## config.mk

```make
export PLATFORM = sky130hd
export DESIGN_NAME = apb_proc_master
export DESIGN_NICKNAME = d
export VERILOG_FILES = /design/src/rtl/apb_pkg.sv /design/src/rtl/apb_resp_mux.sv /design/src/rtl/apb_proc_master.sv
export SDC_FILE = /design/constraint.sdc
export NUM_CORES = 1
export LEC_CHECK = 0
export BUFFER_PORTS_ARGS = -buffer_cell sky130_fd_sc_hd__buf_2
export CAP_MARGIN = 20
export CORE_MARGIN = 2
export CORE_UTILIZATION = 52
export DETAILED_ROUTE_END_ITERATION = 16
export MAX_ROUTING_LAYER = met4
export PLACE_DENSITY = 0.86
export SLEW_MARGIN = 30
export SYNTH_ARGS = -nofsm -noshare
export SYNTH_HDL_FRONTEND = slang
export SYNTH_HIERARCHICAL = 1
export SYNTH_SLANG_ARGS = --single-unit
export TNS_END_PERCENT = 1
```

## constraint.sdc

```tcl
create_clock -name clk -period 4.1 [get_ports clk]
set_input_delay 0.82 -clock clk [delete_from_list [all_inputs] [get_ports clk]]
set_output_delay 0.82 -clock clk [all_outputs]
set_load 0.03 [all_outputs]
```

## src/rtl/apb_pkg.sv

```systemverilog
// Shared types and constants for the processor-to-APB master bridge.
// Holds the master FSM state encoding and the fixed select/error values.
package apb_pkg;

    typedef enum logic [1:0] {
        IDLE,
        SETUP,
        ACCESS
    } apb_state_t;

    localparam logic [1:0] SEL_NONE  = 2'd0;
    localparam logic [7:0] RDATA_ERR = 8'hFF;

endpackage

```

## src/rtl/apb_resp_mux.sv

```systemverilog
// Response mux: picks ready/rdata of the slave addressed by sel.
// Ports: sel, ready1/rdata1, ready2/rdata2 in; sel_valid, ready, rdata out.
module apb_resp_mux #(
    parameter logic [1:0] ID1 = 2'd1,
    parameter logic [1:0] ID2 = 2'd2
) (
    input  logic [1:0] sel,
    input  logic       ready1,
    input  logic [7:0] rdata1,
    input  logic       ready2,
    input  logic [7:0] rdata2,
    output logic       sel_valid,
    output logic       ready,
    output logic [7:0] rdata
);

    always_comb begin
        sel_valid = (sel == ID1) || (sel == ID2);
        // Anything not ID1 routes to slave 2; unmapped selects are
        // rejected upstream via sel_valid before this path matters.
        ready     = (sel == ID1) ? ready1 : ready2;
        rdata     = (sel == ID1) ? rdata1 : rdata2;
    end

endmodule

```

## src/rtl/apb_proc_master.sv

```systemverilog
// APB master: turns one processor request into a SETUP/ACCESS transfer.
// Ports: clk, reset; proc_* request/result side; apb_* bus side.
module apb_proc_master
    import apb_pkg::*;
#(
    parameter logic [1:0]  ID1     = 2'd1,
    parameter logic [1:0]  ID2     = 2'd2,
    parameter int unsigned TIMEOUT = 16
) (
    input  logic       clk,
    input  logic       reset,
    input  logic       proc_start,
    input  logic       proc_write,
    input  logic [1:0] proc_sel,
    input  logic [7:0] proc_addr,
    input  logic [7:0] proc_wdata,
    output logic [7:0] proc_rdata,
    output logic       proc_stable,
    output logic       proc_err,
    output logic [1:0] apb_sel,
    output logic       apb_enable,
    output logic       apb_write,
    output logic [7:0] apb_addr,
    output logic [7:0] apb_wdata,
    input  logic       apb_ready1,
    input  logic [7:0] apb_rdata1,
    input  logic       apb_ready2,
    input  logic [7:0] apb_rdata2
);

    // Counter value on the last allowed ACCESS cycle without ready.
    localparam logic [7:0] TCNT_LAST = 8'(TIMEOUT - 1);

    apb_state_t state, state_n;

    logic [7:0] tcnt, tcnt_n;
    logic [7:0] rdata_n;
    logic       stable_n;
    logic       err_n;
    logic [1:0] sel_n;
    logic       enable_n;
    logic       write_n;
    logic [7:0] addr_n;
    logic [7:0] wdata_n;

    logic [1:0] mux_sel;
    logic       sel_valid;
    logic       rsp_ready;
    logic [7:0] rsp_rdata;

    // In IDLE the incoming sel is validated; afterwards the latched one
    // steers the response path.
    assign mux_sel = (state == IDLE) ? proc_sel : apb_sel;

    apb_resp_mux #(
        .ID1 (ID1),
        .ID2 (ID2)
    ) u_resp_mux (
        .sel       (mux_sel),
        .ready1    (apb_ready1),
        .rdata1    (apb_rdata1),
        .ready2    (apb_ready2),
        .rdata2    (apb_rdata2),
        .sel_valid (sel_valid),
        .ready     (rsp_ready),
        .rdata     (rsp_rdata)
    );

    always_ff @(posedge clk) begin
        if (reset) begin
            state       <= IDLE;
            tcnt        <= 8'h00;
            proc_rdata  <= 8'h00;
            proc_stable <= 1'b1;
            proc_err    <= 1'b0;
            apb_sel     <= SEL_NONE;
            apb_enable  <= 1'b0;
            apb_write   <= 1'b0;
            apb_addr    <= 8'h00;
            apb_wdata   <= 8'h00;
        end else begin
            state       <= state_n;
            tcnt        <= tcnt_n;
            proc_rdata  <= rdata_n;
            proc_stable <= stable_n;
            proc_err    <= err_n;
            apb_sel     <= sel_n;
            apb_enable  <= enable_n;
            apb_write   <= write_n;
            apb_addr    <= addr_n;
            apb_wdata   <= wdata_n;
        end
    end

    always_comb begin
        state_n  = state;
        tcnt_n   = tcnt;
        rdata_n  = proc_rdata;
        stable_n = proc_stable;
        err_n    = proc_err;
        sel_n    = apb_sel;
        enable_n = apb_enable;
        write_n  = apb_write;
        addr_n   = apb_addr;
        wdata_n  = apb_wdata;

        case (state)
            IDLE: begin
                if (proc_start) begin
                    if (sel_valid) begin
                        sel_n    = proc_sel;
                        write_n  = proc_write;
                        addr_n   = proc_addr;
                        wdata_n  = proc_wdata;
                        err_n    = 1'b0;
                        stable_n = 1'b0;
                        tcnt_n   = 8'h00;
                        state_n  = SETUP;
                    end else begin
                        err_n = 1'b1;
                    end
                end
            end

            SETUP: begin
                enable_n = 1'b1;
                state_n  = ACCESS;
            end

            ACCESS: begin
                if (rsp_ready) begin
                    if (!apb_write) begin
                        rdata_n = rsp_rdata;
                    end
                    state_n  = IDLE;
                    sel_n    = SEL_NONE;
                    enable_n = 1'b0;
                    stable_n = 1'b1;
                end else if (tcnt == TCNT_LAST) begin
                    // This wait cycle brings the count to TIMEOUT: abort.
                    if (!apb_write) begin
                        rdata_n = RDATA_ERR;
                    end
                    tcnt_n   = tcnt + 8'd1;
                    err_n    = 1'b1;
                    state_n  = IDLE;
                    sel_n    = SEL_NONE;
                    enable_n = 1'b0;
                    stable_n = 1'b1;
                end else begin
                    tcnt_n = tcnt + 8'd1;
                end
            end

            default: begin
                state_n = IDLE;
            end
        endcase
    end

endmodule

```

==> results of run 1 <==
==> sequential cells by signal, summed over array words and instances (netlist names) <==
signal and flops:
apb_addr 8, apb_enable 1, apb_sel 2, apb_wdata 8, apb_write 1, proc_err 1
proc_rdata 8, proc_stable 1, state 2, tcnt 8
==> synth_stat cells (2+ instances only) <==
cell type  count
dfxtp_1       40
nand2_1       40
a21oi_1       32
nor2_1        19
mux2_4         9
nor3_1         9
clkbuf_1       5
xor2_1         5
buf_2          4
o21ai_0        4
inv_1          3
nand3_1        3
buf_6          2
ha_1           2
mux2_2         2
o2111ai_1      2
or3_1          2
==> area by class of cell <==
class                   instances  area [um2]  area share [%]
clock inverters                 3        90.1            3.98
flip-flops and latches         40         801            35.4
clock buffers                   5        37.5            1.66
inverters                       3        11.3           0.498
well taps                      46        57.6            2.54
repair buffers                 69         345            15.3
multi-input cells             148         921            40.7
==> routing by layer <==
| metal | share of wire (%) | track usage, % | wire length [um] | vias to the layer above |
|---|---|---|---|---|
| met1 | 43 | 23.2 | 1660 | 736 |
| met5 | 0 | - | 0 | - |
| met4 | 1.6 | 7.50 | 62 | 0 |
| met2 | 51 | 38.7 | 1960 | 39 |
| met3 | 4.5 | 4.86 | 174 | 6 |
| li1 | - | - | - | 826 |
==> worst max-delay path: stages, from the launching register on <==
cell and delay [ns]:
dfxtp_1 0.46, nor2_1 0.33, mux2_2 0.38, inv_1 0.05
ha_1 0.50, mux2_4 0.38, nor3b_4 0.36, o211ai_2 0.14
or3_1 0.36, a21oi_1 0.14
==> logic make-up after synthesis <==
kind of cell / count (synthesis) / share of synthesized area [%]
and+or+nand+nor: 84 / 23.0
buffers and inverters: 14 / 4.04
xor gates and xnor gates: 5 / 2.44
muxes: 12 / 9.34
AOI/OAI and AO/OA: 45 / 15.1
DFF: 40 / 44.6
adders and majority gates: 2 / 1.39
==> per-stage QoR <==
step / hold WS [ns] / power [mW] / area, um2 / util (%) / setup slack (ns)
5_1_grt: 0.484 / 1.10 / 2260 / 67.8 / 0.741
6_report: 0.460 / 1.05 / 2260 / 67.8 / 0.937
2_1_floorplan: 0.458 / 0.617 / 1790 / - / 1.38
3_5_place_dp: 0.444 / 0.677 / 2140 / 64.0 / 0.914
4_1_cts: 0.461 / 1.06 / 2260 / 67.8 / 0.941
3_3_place_gp: 0.439 / 0.672 / 2140 / 64.0 / 0.951
==> power by group <==
part           switching, mW  internal (mW)  leakage (nW)
Sequential            0.0193          0.417         0.325
Combinational          0.143         0.0885         0.627
Clock                  0.136          0.251        0.0654
Total                  0.298          0.756          1.02
==> worst min-delay path by stage <==
stage	startpoint	end	slack, ns	cells past startpoint
final	apb_wdata[5]$_SDFFE_PP0P_	apb_wdata[5]$_SDFFE_PP0P_	0.46	2
after detailed placement	apb_wdata[5]$_SDFFE_PP0P_	apb_wdata[5]$_SDFFE_PP0P_	0.44	2
after global placement	apb_addr[7]$_SDFFE_PP0P_	apb_addr[7]$_SDFFE_PP0P_	0.44	2
after CTS	apb_wdata[5]$_SDFFE_PP0P_	apb_wdata[5]$_SDFFE_PP0P_	0.46	2
after global routing	proc_stable$_SDFFE_PP1P_	proc_stable$_SDFFE_PP1P_	0.48	1
after floorplan	tcnt[1]$_SDFFE_PP0P_	tcnt[1]$_SDFFE_PP0P_	0.46	2
==> run_results.csv, run 1 <==
group,metric,value,unit
floorplanning,die_w,62.7,um
setup_path,crit_arrival,3.46,ns
floorplanning,core_area,3340,um2
floorplanning,die_y,62.7,um
placement,place.gp.congestion,0.802,
clock_tree,tritoncts,"built",
timing,slew_violations,0,
clock_tree,htree_levels,2,
floorplanning,start_util,53.8,%
clock_tree,cts_buffers,5,
hold_path,hold_class,"flop to flop",
setup_path,reg2reg_to,"tcnt[7]$_SDFFE_PP0P_",
placement,port_buffers,69,
power,peakVddDrop,0.265,mV
floorplanning,dieArea,3940,um2
finish,final_common_cell,"buf_2",
setup_path,rr_startpoint,"state[0]$_SDFFE_PP0P_",
yosys,syn_avg_cell_area,8.88,um2
global_routing,grt_max_degree,35,
yosys,synthArstFlopShare,0,%
timing,max_freq,0.316,GHz
yosys,synth_nets,244,
job,maxCapViolCount,0,
placement,dp_cells,306,
finish,fill_cells,296,
global_routing,grt_usage,21.5,%
timing,setup_violations,0,
routing,drt_iter0_drc,105,
global_routing,grt_pass1_vias,1553,
setup_path,crit_path_start,"state[0]$_SDFFE_PP0P_",
setup_path,worstRegToRegCells,9,
power,leakagePower,1.02,nW
timing,slew_headroom,58.7,%
routing,drt_wl_total,3.85,mm
timing,layout_min_cycle_time,3.16,ns
yosys,synth_cell_types,36,
timing,finalCritPeriodShare,77.2,%
yosys,yosysTopAreaCellShare,44.6,%
setup_path,critPathMaxFanout,12,
global_routing,grt-ovfl-total,0,
clock_tree,path_clk_slew,0.12,ns
routing,dr.pass1.iters,4,
global_routing,antenna_found_initial,0,
clock_tree,cts_resized,0,
setup_path,required,4.40,ns
clock_tree,ctsHoldBuffers,0,
yosys,ys.flop_type,"dfxtp_1",
yosys,ys_seq_area_share,44.6,%
finish,n_antenna_cell,0,
finish,area_growth_syn_to_layout,26.2,%
finish,stdcell_count,314,
finish,drive_gt1_share,36.6,%
placement,place_hpwl,2.74,mm
yosys,synth_area_leaders,"dfxtp_1 45%, a21oi_1 8.9%, nand2_1 8.4%",
timing,grt_setup_unrepaired,"false",
setup_path,crit_end,"tcnt[7]$_SDFFE_PP0P_",
outcome,status,"completed",
setup_path,endpoint_kind,"flop",
timing,worst_clock_skew,0.0106,ns
routing,wl_per_cell,12.3,um
yosys,netlist.top_cell.by_area,"dfxtp_1",
floorplanning,core.rowCount,21,
global_routing,grt_pass1_wl,6.54,mm
routing,vias,1607,
setup_path,setup.worst_path.start_class,"flop",
finish,mostFrequentLayoutCells,"69 x buf_2, 40 x nand2_1, 40 x dfxtp_1, 32 x a21oi_1, 19 x nor2_1",
yosys,yosys_warnings,6,
yosys,syn_inst,202,
routing,route.detailed.drc,0,
clock_tree,cts.sinks,40,
floorplanning,io_pins,70,
yosys,netlist_area,1790,um2
clock_tree,cts_setup_buffers,0,
clock_tree,clock_path_buffers,2,
setup_path,critPathKind,"flop to flop",
yosys,synth_edf_count,0,
routing,ant_nets,0,
yosys,ys_ff_latch,40,
timing,fin_tns_setup,0,ns
power,power.density,466,nW/um2
timing,hold_violations,0,
setup_path,r2r_setup_slack,0.94,ns
routing,via_per_inst,5.12,
clock_tree,insertion_delay,0.36,ns
finish,nets,309,
clock_tree,root_buffer,"clkbuf_4",
timing,worstMarginPinSlew,0.619,ns
Power figures use the tool's default switching activity.
==> run 2: changes to the inputs <==
--- a/config.mk
+++ b/config.mk
@@ -8,10 +8,10 @@
 export BUFFER_PORTS_ARGS = -buffer_cell sky130_fd_sc_hd__buf_2
 export CAP_MARGIN = 20
 export CORE_MARGIN = 2
-export CORE_UTILIZATION = 52
+export CORE_UTILIZATION = 43
 export DETAILED_ROUTE_END_ITERATION = 16
 export MAX_ROUTING_LAYER = met4
-export PLACE_DENSITY = 0.86
+export PLACE_DENSITY = 0.76
 export SLEW_MARGIN = 30
 export SYNTH_ARGS = -nofsm -noshare
 export SYNTH_HDL_FRONTEND = slang
==> constraint.sdc (replaced) <==
create_clock -name clk -period 2.5 [get_ports clk]
set_input_delay 0.5 -clock clk [delete_from_list [all_inputs] [get_ports clk]]
set_output_delay 0.5 -clock clk [all_outputs]
set_load 0.03 [all_outputs]
==> run 2 against run 1 <==
Flip-flop and latch count unchanged. Sequential power up 63%. Setup slack lost 0.69 ns. Die area rose by 20%. Via count rose by 0.87%. Clock skew fell by 0.0073 ns. Critical endpoint unchanged. Largest power group unchanged.
==> run_results.csv, run 2 (same netlist as run 1, synthesis figures left out) <==
group,metric,value,unit
floorplanning,core_area,4000,um2
routing,via_per_inst,5.00,
routing,drt_wl_total,4.09,mm
floorplanning,core.rowCount,23,
floorplanning,die_w,68.6,um
clock_tree,htree_levels,2,
floorplanning,dieArea,4710,um2
floorplanning,die_y,68.6,um
clock_tree,insertion_delay,0.29,ns
global_routing,grt-ovfl-total,0,
finish,mostFrequentLayoutCells,"69 x buf_2, 40 x nand2_1, 39 x dfxtp_1, 32 x a21oi_1, 18 x nor2_1",
global_routing,grtUsageMet1,24.3,%
routing,dr.pass1.iters,4,
global_routing,antenna_found_initial,0,
timing,layout_min_cycle_time,2.25,ns
placement,place.gp.congestion,0.761,
routing,drt_iter0_drc,75,
timing,slew_headroom,60.0,%
power,pwr-share-clk,26.9,%
clock_tree,cts_resized,0,
timing,max_freq,0.444,GHz
setup_path,setup.worst_path.start_class,"flop",
finish,final_common_cell,"buf_2",
power,power.density,669,nW/um2
global_routing,grt_pass1_vias,1493,
timing,worstMarginPinSlew,0.600,ns
clock_tree,clock_path_buffers,2,
finish,nets,316,
power,p_int,1.04,mW
floorplanning,io_pins,70,
routing,ant_nets,0,
routing,route.detailed.drc,0,
timing,fin_hold_ws,0.441,ns
power,p_comb_share,27.0,%
clock_tree,cts_buffers,5,
placement,place_hpwl,2.96,mm
clock_tree,cts_setup_buffers,0,
placement,place_area,2220,um2
setup_path,required,2.72,ns
finish,area_growth_syn_to_layout,28.4,%
finish,n_antenna_cell,0,
floorplanning,start_util,44.9,%
setup_path,critPathKind,"flop to flop",
clock_tree,path_clk_slew,0.08,ns
setup_path,endpoint_kind,"flop",
global_routing,grt_max_degree,35,
global_routing,grtUsageMet3,4.06,%
placement,dp_cells,317,
timing,finalCritPeriodShare,90.1,%
setup_path,crit_arrival,2.47,ns
hold_path,hold_class,"primary input to flop",
power,p_sw,0.502,mW
global_routing,grt_use_met2,29.6,%
finish,fin_area,2300,um2
placement,port_buffers,69,
timing,slew_violations,0,
finish,drive_gt1_share,39.4,%
global_routing,grt_usage,19.2,%
clock_tree,cts.sinks,40,
power,leakagePower,1.04,nW
power,peakVddDrop,0.481,mV
clock_tree,tritoncts,"built",
placement,pre_cts_slack,0.238,ns
setup_path,critPathMaxFanout,4,
timing,grt_setup_unrepaired,"false",
outcome,status,"completed",
power,seqPwrFrac,46.1,%
routing,vias,1621,
job,maxCapViolCount,0,
finish,fill_cells,373,
timing,finalWorstSetupSlack,0.248,ns
clock_tree,ctsHoldBuffers,0,
routing,wl_per_cell,12.6,um
timing,hold_violations,0,
power,p_sw_share,32.6,%
timing,worst_clock_skew,0.00329,ns
finish,final_util,57.6,%
finish,stdcell_count,324,
global_routing,grt_pass1_wl,6.54,mm
timing,setup_violations,0,
clock_tree,root_buffer,"clkbuf_8",
global_routing,busiest_layer,"met2",
==> run 2: power groups by stage <==
| stage | logic, mW | registers (mW) | clock network, mW |
|---|---|---|---|
| after global routing | 0.453 | 0.716 | 0.446 |
| after detailed placement | 0.419 | 0.724 | 0 |
| after floorplan | 0.223 | 0.807 | 0 |
| final | 0.417 | 0.710 | 0.414 |
| after CTS | 0.420 | 0.710 | 0.425 |
| after global placement | 0.413 | 0.722 | 0 |
==> run 2: through the flow <==
stage / TNS, ns / power, mW
2_1_floorplan: -0.00619 / 1.03
3_3_place_gp: 0 / 1.13
3_5_place_dp: 0 / 1.14
4_1_cts: 0 / 1.56
5_1_grt: 0 / 1.62
6_report: 0 / 1.54
==> run 2: per-layer routing <==
metal  vias up  routed length (um)
li1        839                   -
met1       732                1910
met5         -                   0
met2        45                1930
met4         0                  40
met3         5                 207
==> run 2: worst paths after layout <==
kind	cells after the start	to	slack, ns	from
worst min-delay path	3	apb_addr[3]$_SDFFE_PP0P_	0.44	proc_addr[3]
worst min register to register	2	apb_addr[4]$_SDFFE_PP0P_	0.46	apb_addr[4]$_SDFFE_PP0P_
worst max-delay path	9	tcnt[7]$_SDFFE_PP0P_	0.25	state[0]$_SDFFE_PP0P_
worst max register to register	9	tcnt[7]$_SDFFE_PP0P_	0.25	state[0]$_SDFFE_PP0P_
==> run 2: final cells by class <==
class / count / area [um2] / share of cell area [%]
multi-input cells: 148 / 948 / 41.2
flip-flops and latches: 40 / 802 / 34.8
repair buffers: 76 / 398 / 17.3
clock buffers: 5 / 68.8 / 2.99
well taps: 50 / 62.6 / 2.72
clock inverters: 2 / 12.5 / 0.543
inverters: 3 / 11.3 / 0.489
==> run 2: critical path, cell delays in order (launching register included) <==
cell and delay [ns]:
dfxtp_2 0.34, nor2_4 0.19, mux2_4 0.33, inv_2 0.06, ha_4 0.13, mux2_4 0.33
nor3b_4 0.22, o211ai_2 0.13, or3_1 0.32, a21oi_1 0.14
